**src/rtl/modbus_frame_tx.sv**
```systemverilog
// Modbus RTU frame sequencer. Takes payload bytes from a valid/ready stream,
// feeds each one to the external CRC16 engine and to the UART transmitter,
// then appends CRC low and CRC high bytes and pulses frame_done.
//
// Handshake: a payload byte is transferred on a rising clock edge where
// s_valid and s_ready are both 1. s_ready does not depend on s_valid. While
// s_ready is 0 the upstream must hold s_valid, s_data and s_last stable. The
// UART side uses tx_start as a one-cycle command; tx_busy must rise no later
// than the cycle after tx_start.
module modbus_frame_tx #(
    parameter int CRC_CYCLES = 17,
    parameter int LEN_W      = 8
) (
    input  logic             clk,
    input  logic             rst_n,
    input  logic             s_valid,
    input  logic [7:0]       s_data,
    input  logic             s_last,
    output logic             s_ready,
    output logic             crc_init,
    output logic             crc_load,
    output logic [7:0]       crc_byte,
    input  logic [7:0]       crc_l,
    input  logic [7:0]       crc_h,
    output logic [7:0]       tx_data,
    output logic             tx_start,
    input  logic             tx_busy,
    output logic             frame_done,
    output logic [LEN_W-1:0] frame_len
);

    localparam int CW = $clog2(CRC_CYCLES);
    localparam logic [CW-1:0]    WAIT_INIT = CW'(CRC_CYCLES - 1);
    localparam logic [CW-1:0]    WAIT_ONE  = CW'(1);
    localparam logic [LEN_W-1:0] LEN_ONE   = LEN_W'(1);
    localparam logic [LEN_W-1:0] LEN_MAX   = {LEN_W{1'b1}};

    typedef enum logic [3:0] {
        IDLE      = 4'd0,
        GET_FIRST = 4'd1,
        GET       = 4'd2,
        LOAD      = 4'd3,
        SEND_D    = 4'd4,
        GUARD_D   = 4'd5,
        HOLD      = 4'd6,
        CRC_LO    = 4'd7,
        GUARD_L   = 4'd8,
        CRC_HI    = 4'd9
    } state_t;

    state_t          state;
    logic [7:0]      byte_q;
    logic            last_q;
    logic [CW-1:0]   wait_cnt;

    // The CRC engine is held at its initial value whenever no frame is in flight.
    assign crc_init = (state == IDLE) || (state == GET_FIRST);

    // Frame sequencer: payload intake, CRC load and settle wait, UART starts.
    always_ff @(posedge clk or negedge rst_n) begin
        if (!rst_n) begin
            state      <= IDLE;
            s_ready    <= 1'b0;
            crc_load   <= 1'b0;
            crc_byte   <= 8'h00;
            tx_data    <= 8'h00;
            tx_start   <= 1'b0;
            frame_done <= 1'b0;
            frame_len  <= '0;
            byte_q     <= 8'h00;
            last_q     <= 1'b0;
            wait_cnt   <= '0;
        end else begin
            crc_load   <= 1'b0;
            tx_start   <= 1'b0;
            frame_done <= 1'b0;

            // CRC settle timer: armed in LOAD, then counts down to zero and stops.
            if (state == LOAD) begin
                wait_cnt <= WAIT_INIT;
            end else if (wait_cnt != '0) begin
                wait_cnt <= wait_cnt - WAIT_ONE;
            end

            case (state)
                IDLE: begin
                    frame_len <= '0;
                    s_ready   <= 1'b1;
                    state     <= GET_FIRST;
                end
                GET_FIRST, GET: begin
                    if (s_valid && s_ready) begin
                        byte_q   <= s_data;
                        last_q   <= s_last;
                        crc_byte <= s_data;
                        crc_load <= 1'b1;
                        s_ready  <= 1'b0;
                        if (state == GET_FIRST) begin
                            frame_len <= LEN_ONE;
                        end else if (frame_len != LEN_MAX) begin
                            frame_len <= frame_len + LEN_ONE;
                        end
                        state <= LOAD;
                    end
                end
                LOAD: begin
                    state <= SEND_D;
                end
                SEND_D: begin
                    if (!tx_busy) begin
                        tx_start <= 1'b1;
                        tx_data  <= byte_q;
                        state    <= GUARD_D;
                    end
                end
                GUARD_D: begin
                    // tx_busy may still be low here while the UART registers the start.
                    state <= HOLD;
                end
                HOLD: begin
                    if (wait_cnt == '0) begin
                        if (last_q) begin
                            state <= CRC_LO;
                        end else begin
                            s_ready <= 1'b1;
                            state   <= GET;
                        end
                    end
                end
                CRC_LO: begin
                    if (!tx_busy) begin
                        tx_start <= 1'b1;
                        tx_data  <= crc_l;
                        state    <= GUARD_L;
                    end
                end
                GUARD_L: begin
                    state <= CRC_HI;
                end
                CRC_HI: begin
                    if (!tx_busy) begin
                        tx_start   <= 1'b1;
                        tx_data    <= crc_h;
                        frame_done <= 1'b1;
                        state      <= IDLE;
                    end
                end
                default: begin
                    s_ready <= 1'b0;
                    state   <= IDLE;
                end
            endcase
        end
    end

endmodule

```
**config.mk**
```make
export PLATFORM = sky130hd
export DESIGN_NAME = modbus_frame_tx
export DESIGN_NICKNAME = d
export VERILOG_FILES = /design/src/rtl/modbus_frame_tx.sv
export SDC_FILE = /design/constraint.sdc
export NUM_CORES = 1
export LEC_CHECK = 0
export ABC_CLOCK_PERIOD_IN_PS = 2400
export CAP_MARGIN = 20
export CORE_ASPECT_RATIO = 1.5
export CORE_UTILIZATION = 47
export DETAILED_ROUTE_END_ITERATION = 16
export GPL_TIMING_DRIVEN = 0
export PLACE_DENSITY = 0.83
export SYNTH_ARGS = -nofsm -noshare
export SYNTH_HDL_FRONTEND = slang
export SYNTH_SLANG_ARGS = --single-unit
export TNS_END_PERCENT = 1
```
**constraint.sdc**
```tcl
create_clock -name clk -period 2.4 [get_ports clk]
set_input_delay 0.36 -clock clk [delete_from_list [all_inputs] [get_ports clk]]
set_output_delay 0.36 -clock clk [all_outputs]
set_load 0.05 [all_outputs]
```
Word level (Yosys, flattened, before mapping)
Cells that the tools add are included.
Storage, ports and cells
  register bits: 38
  input port bits: 29
  output and inout port bits: 29
Cells by class
  add/sub/neg operators: 2
  equal/unequal tests: 17
  mux-type cells: 26
  bitwise logic cells: 1
  reductions and logical operators: 16
Operators by type and width (count)
  8-bit two-way mux: 6
  4-bit one-hot mux with 9 select lines: 1
  8-bit one-hot mux with 3 select lines: 1
  4-bit two-way mux: 5
  4-bit by 3-bit equality test with 1-bit output, second input constant: 4
  8-bit one-hot mux with 2 select lines: 1
  2-bit != test, second input constant: 6
  5-bit two-way mux: 2
  8-bit by 1-bit adder with 8-bit output, second input constant: 1
  4-bit by 2-bit equality test with 1-bit output, second input constant: 2
  4-bit equality test, second input constant: 2
  1-bit two-way mux: 8
  8-bit != test, second input constant: 1
  4-bit AND reduction: 2
  6-bit OR reduction: 1
  5-bit zero test: 1
  5-bit AND reduction: 1
  5-bit nonzero test: 1
  5-bit by 1-bit subtractor with 5-bit output, second input constant: 1
  4-bit by 1-bit equality test with 1-bit output, second input constant: 1
  4-bit zero test: 1
  1-bit one-hot mux with 4 select lines: 1
  2-bit nonzero test: 2
  3-bit two-way mux: 1
  9 further kinds: 9

Longest topological paths before layout
  depth after elaboration: 5
  mapped depth: 7

Least setup slack after synthesis
Ideal clock, no wire load.
  kind: register -> register
  start point: register state[1]
  end point: register state[0]
  library setup time: 0.095 ns
  arrival: 2.094 ns
  required time: 2.305 ns
  slack: 0.210 ns
  stages on the path, launching flop included: 6
  path buffers: 2
  period minus slack after synthesis: 2.190 ns
  cells stage by stage: dfrtp_1 > buf_2 > buf_1 > nor3_1 > o31ai_1 > o31ai_1
On the way
  longest elaborated chain between the ends: 4
Ends and longest elaborated chain
  start: declaration: line 51  | state_t state;
  start signal: assignment: line 62  | state <= IDLE;
  start signal: assignment: line 89  | state <= GET_FIRST;
  start signal: assignment: line 103  | state <= LOAD;
  4-bit by 1-bit equality test with 1-bit output / 4-bit by 2-bit equality test with 1-bit output (equally long branches): line 85  | case (state)
  2-bit OR reduction: line 85
  2-bit != test (no line)
  5-bit AND reduction (no line)
Several ways; a longest one is shown, not always the timed one.
A chain may end at the register's enable or synchronous reset.

Worst setup path in the final report
  start point: register state[1]
  end point: output crc_init
On the way
  longest elaborated chain between the ends: 2
Ends and longest elaborated chain
  4-bit by 1-bit equality test with 1-bit output / 4-bit zero test (equally long branches): line 57  | assign crc_init = (state == IDLE) || (state == GET_FIRST);
  1-bit logical OR *: line 57
  end: declaration: line 20  | output logic crc_init,
Mark *: on every way between the ends. The rest lies on a longest branch, timed or not.

==> results_dict.tcl <==
set metrics [dict create \
    antenna_left 0 \
    layout_common_cells "55 x clkdlybuf4s50_1, 38 x dfrtp_1, 17 x mux2_2, 16 x inv_1, 14 x nand2_1" \
    diodes 0 \
    maxCapViolCount 0 \
    drcViolationCount 0 \
    yosys.area_share.simple_pct 16.3 \
    placed_cell_area_mm2 0.00262 \
    worst_pin_slew_ns 0.849 \
    rows 28 \
    syn_area_mm2 0.00200 \
    ir_drop_mv 0.950 \
    synth_top_family_by_area "compound AO/OA/AOI/OAI gates" \
    die_area_mm2 0.00452 \
    clk_latency_ns 0.30 \
    grt-ovfl-total 0 \
    synthMuxAreaShare_pct 11.2 \
    yosysWarningCount 0 \
    r2r_cells 6 \
    setup_viol 0 \
    r2r-start "wait_cnt[0]" \
    crit_type "reg -> out" \
    status "finished clean" \
    die_y_um 81.8 \
    crit_fanout 10 \
    hold_class "in -> async" \
    synthAdderAreaFrac_pct 1.25 \
    portBuffers 57 \
    num_vias 1743 \
    syn_avg_cell_area_um2 10.1 \
    cts.sinks 38 \
    ys_ff_latch 38 \
    slew_headroom_pct 43.4 \
    coreArea_mm2 0.00399 \
    fmax_mhz 450 \
    die_w_um 55.2 \
    htreeDepth 2 \
    wirelength_mm 4.64 \
    grt_pass1_vias 1676 \
    r2r_end "s_ready" \
    final_common_cell "clkdlybuf4s50_1" \
    cp-start-kind "register" \
    final_max_slew_viol_count 0 \
    endpoint "crc_init" \
    place.gp.congestion 0.863 \
    fin_tns_setup_ns 0 \
    dr.pass1.iters 4 \
    start_util_pct 50.0 \
    postCtsSetupBuffers 0 \
    ys_types 47 \
    required_ns 2.04 \
    area_growth_pct 36.8 \
    finalNetCount 292 \
    antenna_found_initial 0 \
    rsz0062_at_grt "false" \
    viasPerCell 5.68 \
    clk_pin_slew_ns 0.08 \
    syn-num-nets 228 \
    power.density_mw_per_mm2 1370 \
    cts_made_buffers 5 \
    avgRoutedWirePerCell_um 15.1 \
    leakage_nw 1.18 \
    synthXorXnorAreaFrac_pct 0.877 \
    cp-end-kind "output pin" \
    skew_ns 0.00396 \
    place_hpwl_mm 3.32 \
    drt-initial-drc-count 58 \
    grt_usage_pct 22.1 \
    fillers 318 \
    final_cell_area_mm2 0.00273 \
    r2r_slack_ns 0.30 \
    finalHoldViolCount 0 \
    drive_gt1_share_pct 13.4 \
    root_buffer "clkbuf_8" \
    num_io_pins 58 \
    synthCells 197 \
    cp-startpoint "state[1]" \
    cts_tree "built" \
    post-route-min-period_ns 2.22 \
    synth_compound_area_share_pct 17.7 \
    grt_pass1_wl_mm 7.71 \
    min_period_over_period_pct 92.6 \
    cp.arrival_ns 1.86 \
    whs_ns 0.157 \
    grt_start_max_net_pins 39 \
    cts_max_path_buffers 2 \
    yosysSeqAreaShare_pct 47.6 \
]
[worst max-delay path, stage by stage, from the launching register on]
cell             delay (ns)
dfrtp_1                0.36
buf_2                  0.17
buf_1                  0.24
nor3_1                 0.25
clkdlybuf4s15_1        0.54
[report_power, final]
part / switching, mW / internal, mW
Clock: 0.254 / 0.309
Sequential: 0.172 / 0.884
Combinational: 1.29 / 0.838
[through the flow]
step,cells,power (mW),util (%),setup WS [ns]
final,307,3.75,68.4,0.178
after global routing,307,3.97,68.4,0.00101
after CTS,307,3.77,68.4,0.157
after detailed placement,299,3.20,65.6,0.199
after global placement,299,3.14,65.7,0.0261
after floorplan,197,2.56,-,0.210
[logic make-up after synthesis]
group	count (synthesis)
flip-flops	38
AO/OA/AOI/OAI	51
AND/OR/NAND/NOR	58
XOR/XNOR	2
adder cells (fa/ha/maj)	2
buffers and inverters	26
multiplexers	20
[synth_stat cells (all sizes together)]
library cell / count / area share (%)
or4b: 1 / 0.69
xor2: 2 / 0.88
and4bb: 1 / 0.63
clkbuf: 5 / 0.94
a21oi: 7 / 1.8
nor4bb: 1 / 0.50
nor3: 8 / 2.0
nand3b: 1 / 0.38
a21o: 1 / 0.38
o22a: 4 / 1.8
nand2b: 5 / 1.6
and3: 1 / 0.31
buf: 5 / 1.2
inv: 16 / 3.0
nor2: 11 / 2.1
o221ai: 2 / 0.88
nand3: 4 / 1.0
mux2i: 2 / 1.0
a221o: 2 / 1.0
a211oi: 1 / 0.38
a32o: 1 / 0.56
and4b: 1 / 0.50
o21ba: 1 / 0.50
or3: 1 / 0.31
nand4: 1 / 0.31
a311oi: 2 / 0.88
o311a: 1 / 0.50
nand2: 14 / 2.6
nor2b: 2 / 0.63
o2bb2ai: 1 / 0.44
o31ai: 3 / 1.1
ha: 2 / 1.3
dfrtp: 38 / 48
or2: 2 / 0.75
nor4b: 2 / 1.2
o22ai: 1 / 0.31
and3b: 1 / 0.44
mux2: 18 / 10
a22oi: 8 / 3.0
o21ai: 15 / 3.8
nor3b: 1 / 0.38
o31a: 1 / 0.44
[final cells by class]
cell class	count	area (µm²)	share of cell area (%)
Inverter	16	60.1	2.20
Timing Repair Buffer	57	566	20.7
Clock buffer	5	68.8	2.52
Clock inverter	3	45.0	1.65
Multi-Input combinational cell	133	943	34.5
Buffer	10	42.5	1.56
Sequential cell	38	951	34.8
Tap cell	45	56.3	2.06
[timing repair]
action                                  in CTS  in global routing
pin swaps                                    0                  0
endpoints found under the setup margin       1                  1
gates resized for setup                      1                  1
hold buffers                                 0                  0
gates cloned                                 0                  0
[sequential cells by signal, summed over array words and instances, names as in the netlist]
| signal | count |
|---|---|
| last_q | 1 |
| s_ready | 1 |
| wait_cnt | 5 |
| frame_len | 8 |
| state | 4 |
| byte_q | 8 |
| tx_start | 1 |
| crc_load | 1 |
| tx_data | 8 |
| frame_done | 1 |
[routing by layer]
metal | vias up | wire length (µm) | track usage [%]
met3 | 7 | 267 | 5.51
li1 | 840 | - | -
met1 | 841 | 1830 | 24.3
met4 | 0 | 82 | 9.50
met2 | 55 | 2470 | 40.4
met5 | - | 0 | 0
[worst min-delay path by stage]
stage               startpoint      endpoint  slack (ns)  depth (start not counted)
finish                   rst_n  frame_len[5]        0.16                          1
global route             rst_n  frame_len[3]        0.24                          1
CTS                      rst_n  frame_len[5]        0.19                          1
detailed placement  tx_data[6]    tx_data[6]        0.50                          1
global placement    tx_data[4]    tx_data[4]        0.49                          1
floorplan                rst_n     byte_q[0]        0.06                          0
(Power assumes the default switching activity.)
